`src/rtl/control_unit.sv`:
```
// rtl/control_unit.sv - hardwired control sequencer: fetch, decode, ALU/load/store execute, memory wait timeout
module control_unit #(
    parameter int TIMEOUT = 255
) (
    input  logic        clock,
    input  logic        clear,
    input  logic        run,
    input  logic [31:0] ir,
    input  logic        mem_ack,
    output logic        pco,
    output logic        iro,
    output logic        maro,
    output logic        mdro,
    output logic        rzo,
    output logic        r0o,
    output logic        r1o,
    output logic        pci,
    output logic        iri,
    output logic        mari,
    output logic        mdri,
    output logic        ryi,
    output logic        rzi,
    output logic        r0i,
    output logic        r1i,
    output logic        mdr_sel,
    output logic        mem_rd,
    output logic        mem_wr,
    output logic        pc_inc,
    output logic [4:0]  alu_op,
    output logic        halted,
    output logic        fault,
    output logic        illegal
);

    typedef enum logic [3:0] {
        S_IDLE, S_F0, S_F1, S_F2, S_DEC, S_E0, S_E1, S_E2, S_HALT, S_FAULT
    } state_t;

    typedef enum logic [1:0] {K_ALU, K_LOAD, K_STORE} kind_t;

    localparam logic [7:0] WAIT_LAST = 8'(TIMEOUT - 1);

    state_t     state, state_next;
    kind_t      kind, dec_kind;
    logic [7:0] wait_cnt;

    logic [4:0] opcode;
    logic       is_alu, is_load, is_store, is_halt;
    logic       in_wait, timed_out;
    logic       unused_ir_bits;

    assign opcode   = ir[31:27];
    assign is_alu   = (opcode == 5'd3) || (opcode == 5'd4) || (opcode == 5'd5) || (opcode == 5'd6);
    assign is_load  = (opcode == 5'd0);
    assign is_store = (opcode == 5'd1);
    assign is_halt  = (opcode == 5'd31);
    assign dec_kind = is_load ? K_LOAD : (is_store ? K_STORE : K_ALU);

    // The operand field below rb is never interpreted by the sequencer.
    assign unused_ir_bits = ^ir[23:0];

    // Memory wait states: fetch read, load read, store write.
    assign in_wait   = (state == S_F1)
                    || ((state == S_E1) && (kind == K_LOAD))
                    || ((state == S_E2) && (kind == K_STORE));
    assign timed_out = in_wait && !mem_ack && (wait_cnt == WAIT_LAST);

    // State register.
    always_ff @(posedge clock or negedge clear) begin
        if (!clear) begin
            state <= S_IDLE;
        end else begin
            state <= state_next;
        end
    end

    // Instruction class latched at decode; wait counter restarts on every state change.
    always_ff @(posedge clock or negedge clear) begin
        if (!clear) begin
            kind     <= K_ALU;
            wait_cnt <= 8'd0;
        end else begin
            if (state == S_DEC) begin
                kind <= dec_kind;
            end
            if (state_next != state) begin
                wait_cnt <= 8'd0;
            end else if (in_wait && !mem_ack) begin
                wait_cnt <= wait_cnt + 8'd1;
            end
        end
    end

    // Next-state logic.
    always_comb begin
        state_next = state;
        case (state)
            S_IDLE:  if (run) state_next = S_F0;
            S_F0:    state_next = S_F1;
            S_F1: begin
                if (mem_ack)        state_next = S_F2;
                else if (timed_out) state_next = S_FAULT;
            end
            S_F2:    state_next = S_DEC;
            S_DEC: begin
                if (is_alu || is_load || is_store) state_next = S_E0;
                else if (is_halt)                  state_next = S_HALT;
                else                               state_next = run ? S_F0 : S_IDLE;
            end
            S_E0:    state_next = S_E1;
            S_E1: begin
                if ((kind != K_LOAD) || mem_ack) state_next = S_E2;
                else if (timed_out)              state_next = S_FAULT;
            end
            S_E2: begin
                if ((kind != K_STORE) || mem_ack) state_next = run ? S_F0 : S_IDLE;
                else if (timed_out)               state_next = S_FAULT;
            end
            S_HALT:  state_next = S_HALT;
            S_FAULT: state_next = S_FAULT;
            default: state_next = S_IDLE;
        endcase
    end

    // Control outputs; mdri during memory reads follows mem_ack in the same cycle.
    always_comb begin
        pco = 1'b0; iro = 1'b0; maro = 1'b0; mdro = 1'b0; rzo = 1'b0; r0o = 1'b0; r1o = 1'b0;
        pci = 1'b0; iri = 1'b0; mari = 1'b0; mdri = 1'b0; ryi = 1'b0; rzi = 1'b0;
        r0i = 1'b0; r1i = 1'b0;
        mdr_sel = 1'b0; mem_rd = 1'b0; mem_wr = 1'b0; pc_inc = 1'b0; alu_op = 5'd0;
        halted = 1'b0; fault = 1'b0; illegal = 1'b0;
        case (state)
            S_F0: begin
                pco = 1'b1; mari = 1'b1; pc_inc = 1'b1;
            end
            S_F1: begin
                mem_rd = 1'b1; mdri = mem_ack;
            end
            S_F2: begin
                mdro = 1'b1; iri = 1'b1;
            end
            S_DEC: illegal = !(is_alu || is_load || is_store || is_halt);
            S_E0: begin
                r0o = !ir[25]; r1o = ir[25];
                if (kind == K_ALU) ryi = 1'b1;
                else               mari = 1'b1;
            end
            S_E1: begin
                case (kind)
                    K_ALU: begin
                        r0o = !ir[24]; r1o = ir[24]; rzi = 1'b1; alu_op = opcode;
                    end
                    K_LOAD: begin
                        mem_rd = 1'b1; mdri = mem_ack;
                    end
                    default: begin
                        r0o = !ir[24]; r1o = ir[24]; mdri = 1'b1; mdr_sel = 1'b1;
                    end
                endcase
            end
            S_E2: begin
                case (kind)
                    K_ALU: begin
                        rzo = 1'b1; r0i = !ir[26]; r1i = ir[26];
                    end
                    K_LOAD: begin
                        mdro = 1'b1; r0i = !ir[26]; r1i = ir[26];
                    end
                    default: mem_wr = 1'b1;
                endcase
            end
            S_HALT:  halted = 1'b1;
            S_FAULT: fault = 1'b1;
            default: ;
        endcase
    end

endmodule

```
`config.mk`:
```
export PLATFORM = sky130hd
export DESIGN_NAME = control_unit
export DESIGN_NICKNAME = d
export VERILOG_FILES = /design/src/rtl/control_unit.sv
export SDC_FILE = /design/constraint.sdc
export NUM_CORES = 1
export LEC_CHECK = 0
export BUFFER_PORTS_ARGS = -buffer_cell sky130_fd_sc_hd__buf_4
export CORE_MARGIN = 3
export CORE_UTILIZATION = 41
export DETAILED_ROUTE_END_ITERATION = 10
export GPL_ROUTABILITY_DRIVEN = 0
export PLACE_DENSITY = 0.79
export SYNTH_ARGS = -nofsm -noshare
export SYNTH_HDL_FRONTEND = slang
export SYNTH_SLANG_ARGS = --single-unit
```
`constraint.sdc`:
```
create_clock -name clock -period 2 [get_ports clock]
set_clock_uncertainty 0.05 [all_clocks]
set_input_delay 0.3 -clock clock [delete_from_list [all_inputs] [get_ports clock]]
set_output_delay 0.3 -clock clock [all_outputs]
set_load 0.01 [all_outputs]
```
==> impl_metrics.csv, run 1 <==
group,metric,value,unit
pwr,p_comb_share,80.1,%
drt,drt_iter0_markers,77,
floorplanning,initial_utilization,44.5,%
layout,layout-drive-gt1-share,59.1,%
global_route,grt_start_max_net_pins,15,
floorplanning,die_y,61.4,um
layout,final_cell_mix,"49 x buf_4, 20 x buf_6, 10 x dfrtp_1",
layout,final_cells,246,
critical_path,endpoint_kind,"primary output",
yosys,synth.distinct_cells,50,
global_route,grt_pass1_vias,1341,
pwr,sequentialPowerShare,14.7,%
yosys,synth_top_area_cell,"dfrtp_1",
floorplanning,core,2830,um2
drt,routed_wl,4450,um
clocking,cts_tree,"done",
status,status,"complete, but fails checks",
yosys,syn-cell-area,1260,um2
critical_path,critPathKind,"reg -> out",
yosys,syn_inst,150,
critical_path,startpoint_type,"register",
pwr,switching_power,1.33,mW
worst_hold_path,worstHoldStart,"ir[31]",
pwr,power.density,1370,nW/um2
timing,post-route-period-util,111,%
critical_path,worstPathRequired,1.65,ns
layout,utilization,75.4,%
global_route,gr-total-overflow,0,
global_route,grt_pass1_wl,5890,um
timing,whs,0.300,ns
critical_path,cp_common_cell,"buf_4",
yosys,yosys_register_bits,14,
layout,diodes,0,
status,violations,"setup timing",
critical_path,crit_arrival,1.87,ns
layout,fin_nets,255,
pwr,clkPwrFrac,5.2,%
placement,dpl.hpwl,2500,um
placement,port_buffers,35,
critical_path,startpoint,"state[3]",
timing,max_freq,0.451,GHz
clocking,clock_sinks,14,
timing,timing.final.ws_setup,-0.216,ns
critical_path,critPathTopFamily,"buffers and inverters",
critical_path,worst-path-max-fanout,6,
yosys,synth.yosys.seq_area_share,27.8,%
drt,wl_met3,261,um
drt,drc,0,
worst_hold_path,min_path_type,"in -> reg",
pwr,power.internal,1.59,mW
yosys,synthTopCellsByArea,"dfrtp_1 28%, nor3_1 4.8%, nor2_1 4.5%, xor2_1 4.2%, buf_6 3.6%",
placement,place_area,1660,um2
critical_path,crit_chain,"buf_6 -> nor4bb_4 -> buf_4 -> nor3b_2 -> buf_4 -> and2_1 -> buf_4",
drt,m1WireLength,1710,um
drt,highest_layer,"met4",
timing,finalSetupViolations,25,
pwr,leakagePower,0.924,nW
yosys,synth_top_area_share,27.8,%
drt,ant_nets,0,
global_route,antenna_found_initial,0,
floorplanning,io_pins,63,
drt,drt-wirelength-per-cell,18.1,um
timing,hold_viol,0,
yosys,yosys_warnings,0,
clocking,clk_pin_slew,0.08,ns
placement,post-place-cells,230,
clocking,cts_root_buf,"clkbuf_4",
drt,vias,1441,
floorplanning,fp.dieW,61.4,um
layout,fin_area,2130,um2
layout,syn_to_final_growth,69.4,%
critical_path,timing.rr.start,"state[0]",
timing,rsz0062_at_grt,"yes",
global_route,track_usage,20.8,%
drt,via_per_inst,5.86,
layout,final_common_cell,"buf_4",
pwr,irDropWorstVdd,0.822,mV
floorplanning,rows,19,
clocking,cts_buffers,3,
pwr,switching_share,45.6,%
critical_path,worst-path-buf-inv,4,
yosys,postSynthAreaPerCell,8.39,um2
timing,period_needed,2.22,ns
clocking,clock_latency,0.27,ns
critical_path,slowest_stage,"dfrtp_2",
drt,drt_first_pass_iters,4,
pwr,p_total,2.92,mW
floorplanning,die_area,3770,um2
critical_path,cpPeakStageDelay,0.46,ns
clocking,htreeDepth,1,
timing,final_max_slew_viol_count,0,
flow_run,cap_violations,0,
drt,wl_met2,2330,um
clocking,cts_buffer_depth,2,
## cells in the mapped netlist (all sizes together)
library cell and count:
xor2 7, o21ai 8, o311ai 1, and2 7
dfrtp 14, nor3b 1, or2 1, nor3 13
o211ai 2, a21boi 1, a221oi 2, o22ai 1
or4b 1, xnor2 3, a211oi 2, nor2 15
nand4 5, or4bb 1, a2111oi 1, conb 1
nand3b 2, or3b 2, o21a 1, nor4bb 1
and3 4, nand3 4, inv 5, o31ai 2
nor2b 2, ha 2, a21oi 3, a211o 1
nor4 1, nand2b 7, a22oi 2, nand2 11
buf 12, mux2 1
## worst min-delay path, delay by kind of cell
family | cells | cell delay [ns]
simple gates | 2 | 0.12
compound gates | 1 | 0.06
buf+inv | 1 | 0.10
## layout make-up
| class | instances | area, um2 |
|---|---|---|
| Timing Repair Buffer | 72 | 633 |
| Fill cell | 180 | 697 |
| Clock buffer | 3 | 22.5 |
| Sequential cell | 14 | 355 |
| Tap cell | 31 | 38.8 |
| Inverter | 5 | 18.8 |
| Multi-Input combinational cell | 121 | 1060 |
## power groups by stage
stage | clock, mW | combinational (mW) | sequential, mW
after floorplan | 0 | 0.946 | 0.393
after global placement | 0 | 1.41 | 0.408
after detailed placement | 0 | 1.45 | 0.409
after CTS | 0.156 | 1.94 | 0.411
after global routing | 0.172 | 2.45 | 0.435
final | 0.152 | 2.34 | 0.430
## logic make-up (layout without fill, tap and decap cells)
kind of cell    count (synthesis)  count (layout)  synth area share (%)
fa+ha+maj                       2               2                  1.99
simple gates                   78              78                  34.8
xor+xnor                       10              10                  7.56
compound gates                 27              27                  17.4
buf+inv                        17              80                  9.24
mux                             1               1                 0.895
flops                          14              14                  27.8
other cells                     1               3                 0.298
## metal layers
layer  GRT usage (%)  up-vias
li1                -      658
met1            25.3      685
met2            36.7       81
met3            3.77       17
met4            7.27        0
met5               0        -
## sequential cells by signal, indices dropped and copies added, names as in the netlist
register	flops
kind	2
state	4
wait_cnt	8
## what timing repair did
action	in CTS	in global routing
hold buffers	1	0
setup buffers	7	5
endpoints found under the hold margin	14	0
pin swaps	10	16
setup endpoints to repair	18	26
resized for setup	33	46
## per-stage QoR
stage / TNS (ns) / setup WS, ns
after global routing: -4.85 / -0.310
after floorplan: -0.597 / -0.0876
after global placement: -0.687 / -0.140
after CTS: -1.41 / -0.182
final: -3.03 / -0.216
after detailed placement: -1.62 / -0.230
## worst paths after layout
check / slack [ns] / endpoint / cells after the start
setup / recovery: -0.22 / alu_op[0] / 7
hold / removal: 0.30 / kind[0] / 4
max in group asynchronous: 1.36 / state[0] / 2
setup reg to reg: -0.17 / wait_cnt[3] / 7
hold reg to reg: 0.57 / wait_cnt[6] / 2
min in group asynchronous: 0.36 / wait_cnt[2] / 2
(Power assumes the default switching activity.)
==> inputs of run 2 (changes only) <==
Settings changed: TNS_END_PERCENT set to 30.
==> run 2 against run 1 <==
  * The flow still finishes with violations (setup timing)
  * Via count shrank 5.2%
  * Non-clock buffer count down 4
  * Worst hold slack worse by 0.021 ns
  * Utilization down 6.0 points
  * Clock power up 36%
  * Fmax up 0.92%
  * Total power is 11% lower
  * Flip-flop and latch count is the same
  * Cell area decreased by 7.9%
==> impl_metrics.csv, run 2 (synthesis gave the netlist of run 1 again) <==
group,metric,value,unit
pwr,power.internal,1.43,mW
global_route,grt_pass1_wl,5900,um
pwr,irDropWorstVdd,0.758,mV
layout,fin_nets,251,
floorplanning,initial_utilization,44.5,%
status,status,"complete, but fails checks",
critical_path,endpoint_kind,"primary output",
clocking,clock_sinks,14,
layout,syn_to_final_growth,56.0,%
pwr,switching_power,1.15,mW
global_route,antenna_found_initial,0,
pwr,p_comb_share,76.3,%
timing,max_freq,0.455,GHz
placement,dp_slack,-0.228,ns
timing,timing.final.ws_setup,-0.196,ns
placement,port_buffers,35,
critical_path,worstPathRequired,1.65,ns
drt,drc,0,
worst_hold_path,min_path_type,"in -> reg",
status,violations,"setup timing",
layout,utilization,69.4,%
pwr,sequentialPowerShare,15.7,%
critical_path,rr_worst_depth,7,
clocking,clk_pin_slew,0.09,ns
global_route,gr-total-overflow,0,
critical_path,ff2ff_setup_slack,-0.11,ns
drt,drt_iter0_markers,72,
drt,via_per_inst,5.62,
timing,final_max_slew_viol_count,0,
timing,rsz0062_at_grt,"yes",
clocking,htreeDepth,1,
drt,routed_wl,4010,um
global_route,grt_pass1_vias,1358,
drt,vias,1366,
layout,fill_cells,219,
critical_path,critPathKind,"reg -> out",
floorplanning,io_pins,63,
pwr,clkPwrFrac,8.0,%
critical_path,crit_arrival,1.85,ns
drt,drt_first_pass_iters,4,
placement,dpl.hpwl,2730,um
global_route,track_usage,20.7,%
drt,ant_nets,0,
layout,ff_latch_area,353,um2
timing,post-route-period-util,110,%
clocking,cts_tree,"done",
drt,drt-wirelength-per-cell,16.5,um
timing,whs,0.279,ns
layout,final_cell_mix,"56 x buf_4, 12 x nor2_1, 12 x dfrtp_1",
layout,diodes,0,
layout,reg_top3,"wait_cnt x8, state x4, kind x2",
global_route,grt_start_max_net_pins,15,
layout,final_common_cell,"buf_4",
floorplanning,fp.dieW,61.4,um
timing,hold_viol,0,
layout,regMostFlops,"wait_cnt",
timing,period_needed,2.20,ns
critical_path,startpoint_type,"register",
clocking,cts_buffers,3,
critical_path,startpoint,"state[0]",
layout,layout-drive-gt1-share,50.9,%
floorplanning,die_area,3770,um2
critical_path,timing.rr.start,"state[0]",
flow_run,cap_violations,0,
floorplanning,rows,19,
clocking,cts_buffer_depth,2,
layout,largest_register_ffs,8,
pwr,leakagePower,0.886,nW
layout,multi_input_area,962,um2
clocking,cts_root_buf,"clkbuf_4",
critical_path,setup.worst_path.end,"alu_op[3]",
critical_path,regToRegEndpoint,"wait_cnt[4]",
floorplanning,core,2830,um2
pwr,power.density,1320,nW/um2
floorplanning,die_y,61.4,um
pwr,switching_share,44.6,%
clocking,clock_latency,0.28,ns
critical_path,worst-path-max-fanout,6,
timing,finalSetupTns,-2.23,ns
timing,finalSetupViolations,22,
run 2: routing by layer:
metal | GRT usage (%) | share of wire (%) | vias up
met5 | 0 | 0 | -
met4 | 8.48 | 1.5 | 0
met3 | 3.77 | 4.1 | 8
met2 | 36.1 | 54 | 40
met1 | 25.1 | 40 | 670
li1 | - | - | 648
run 2: area by class of cell:
cell class | instances | area share [%]
clock buffers | 4 | 1.85
multi-input cells | 121 | 49.0
inverters | 5 | 0.956
well taps | 31 | 1.98
repair buffers | 68 | 28.2
flip-flops and latches | 14 | 18.0
run 2: power groups by stage:
stage          clock [mW]  sequential, mW  combinational [mW]
2_1_floorplan           0           0.393               0.921
3_5_place_dp            0           0.399                1.49
5_1_grt             0.224           0.414                2.12
6_report            0.207           0.406                1.97
3_3_place_gp            0           0.398                1.44
4_1_cts             0.212           0.399                1.75
run 2: how the worst min path moves through the flow:
stage / start / cells after the start / end / slack (ns)
2_1_floorplan: clear / 0 / kind[0] / -0.05
3_3_place_gp: clear / 1 / wait_cnt[4] / 0.10
3_5_place_dp: clear / 1 / wait_cnt[4] / 0.11
4_1_cts: ir[31] / 4 / kind[0] / 0.27
5_1_grt: ir[31] / 4 / kind[0] / 0.28
6_report: ir[31] / 4 / kind[0] / 0.28
run 2: stage by stage:
stage | std cells | total power [mW] | instance area [um2]
floorplan | 152 | 1.31 | 1270
global placement | 232 | 1.84 | 1670
detailed placement | 232 | 1.89 | 1670
CTS | 243 | 2.36 | 1860
global route | 243 | 2.76 | 1960
finish | 243 | 2.59 | 1960
run 2: repair_timing:
item | CTS | global route
setup endpoints to repair | 18 | 26
pin swaps | 15 | 8
gates resized for setup | 25 | 21
hold endpoints to repair | 14 | 0
setup buffers | 6 | 1
hold buffers | 1 | 0
run 2: critical path: stages (launching register included):
cell and delay, ns:
dfrtp_1 0.43, buf_6 0.14, nor4bb_4 0.29, buf_4 0.17
nor3b_2 0.14, buf_4 0.15, and2_1 0.12, buf_4 0.11
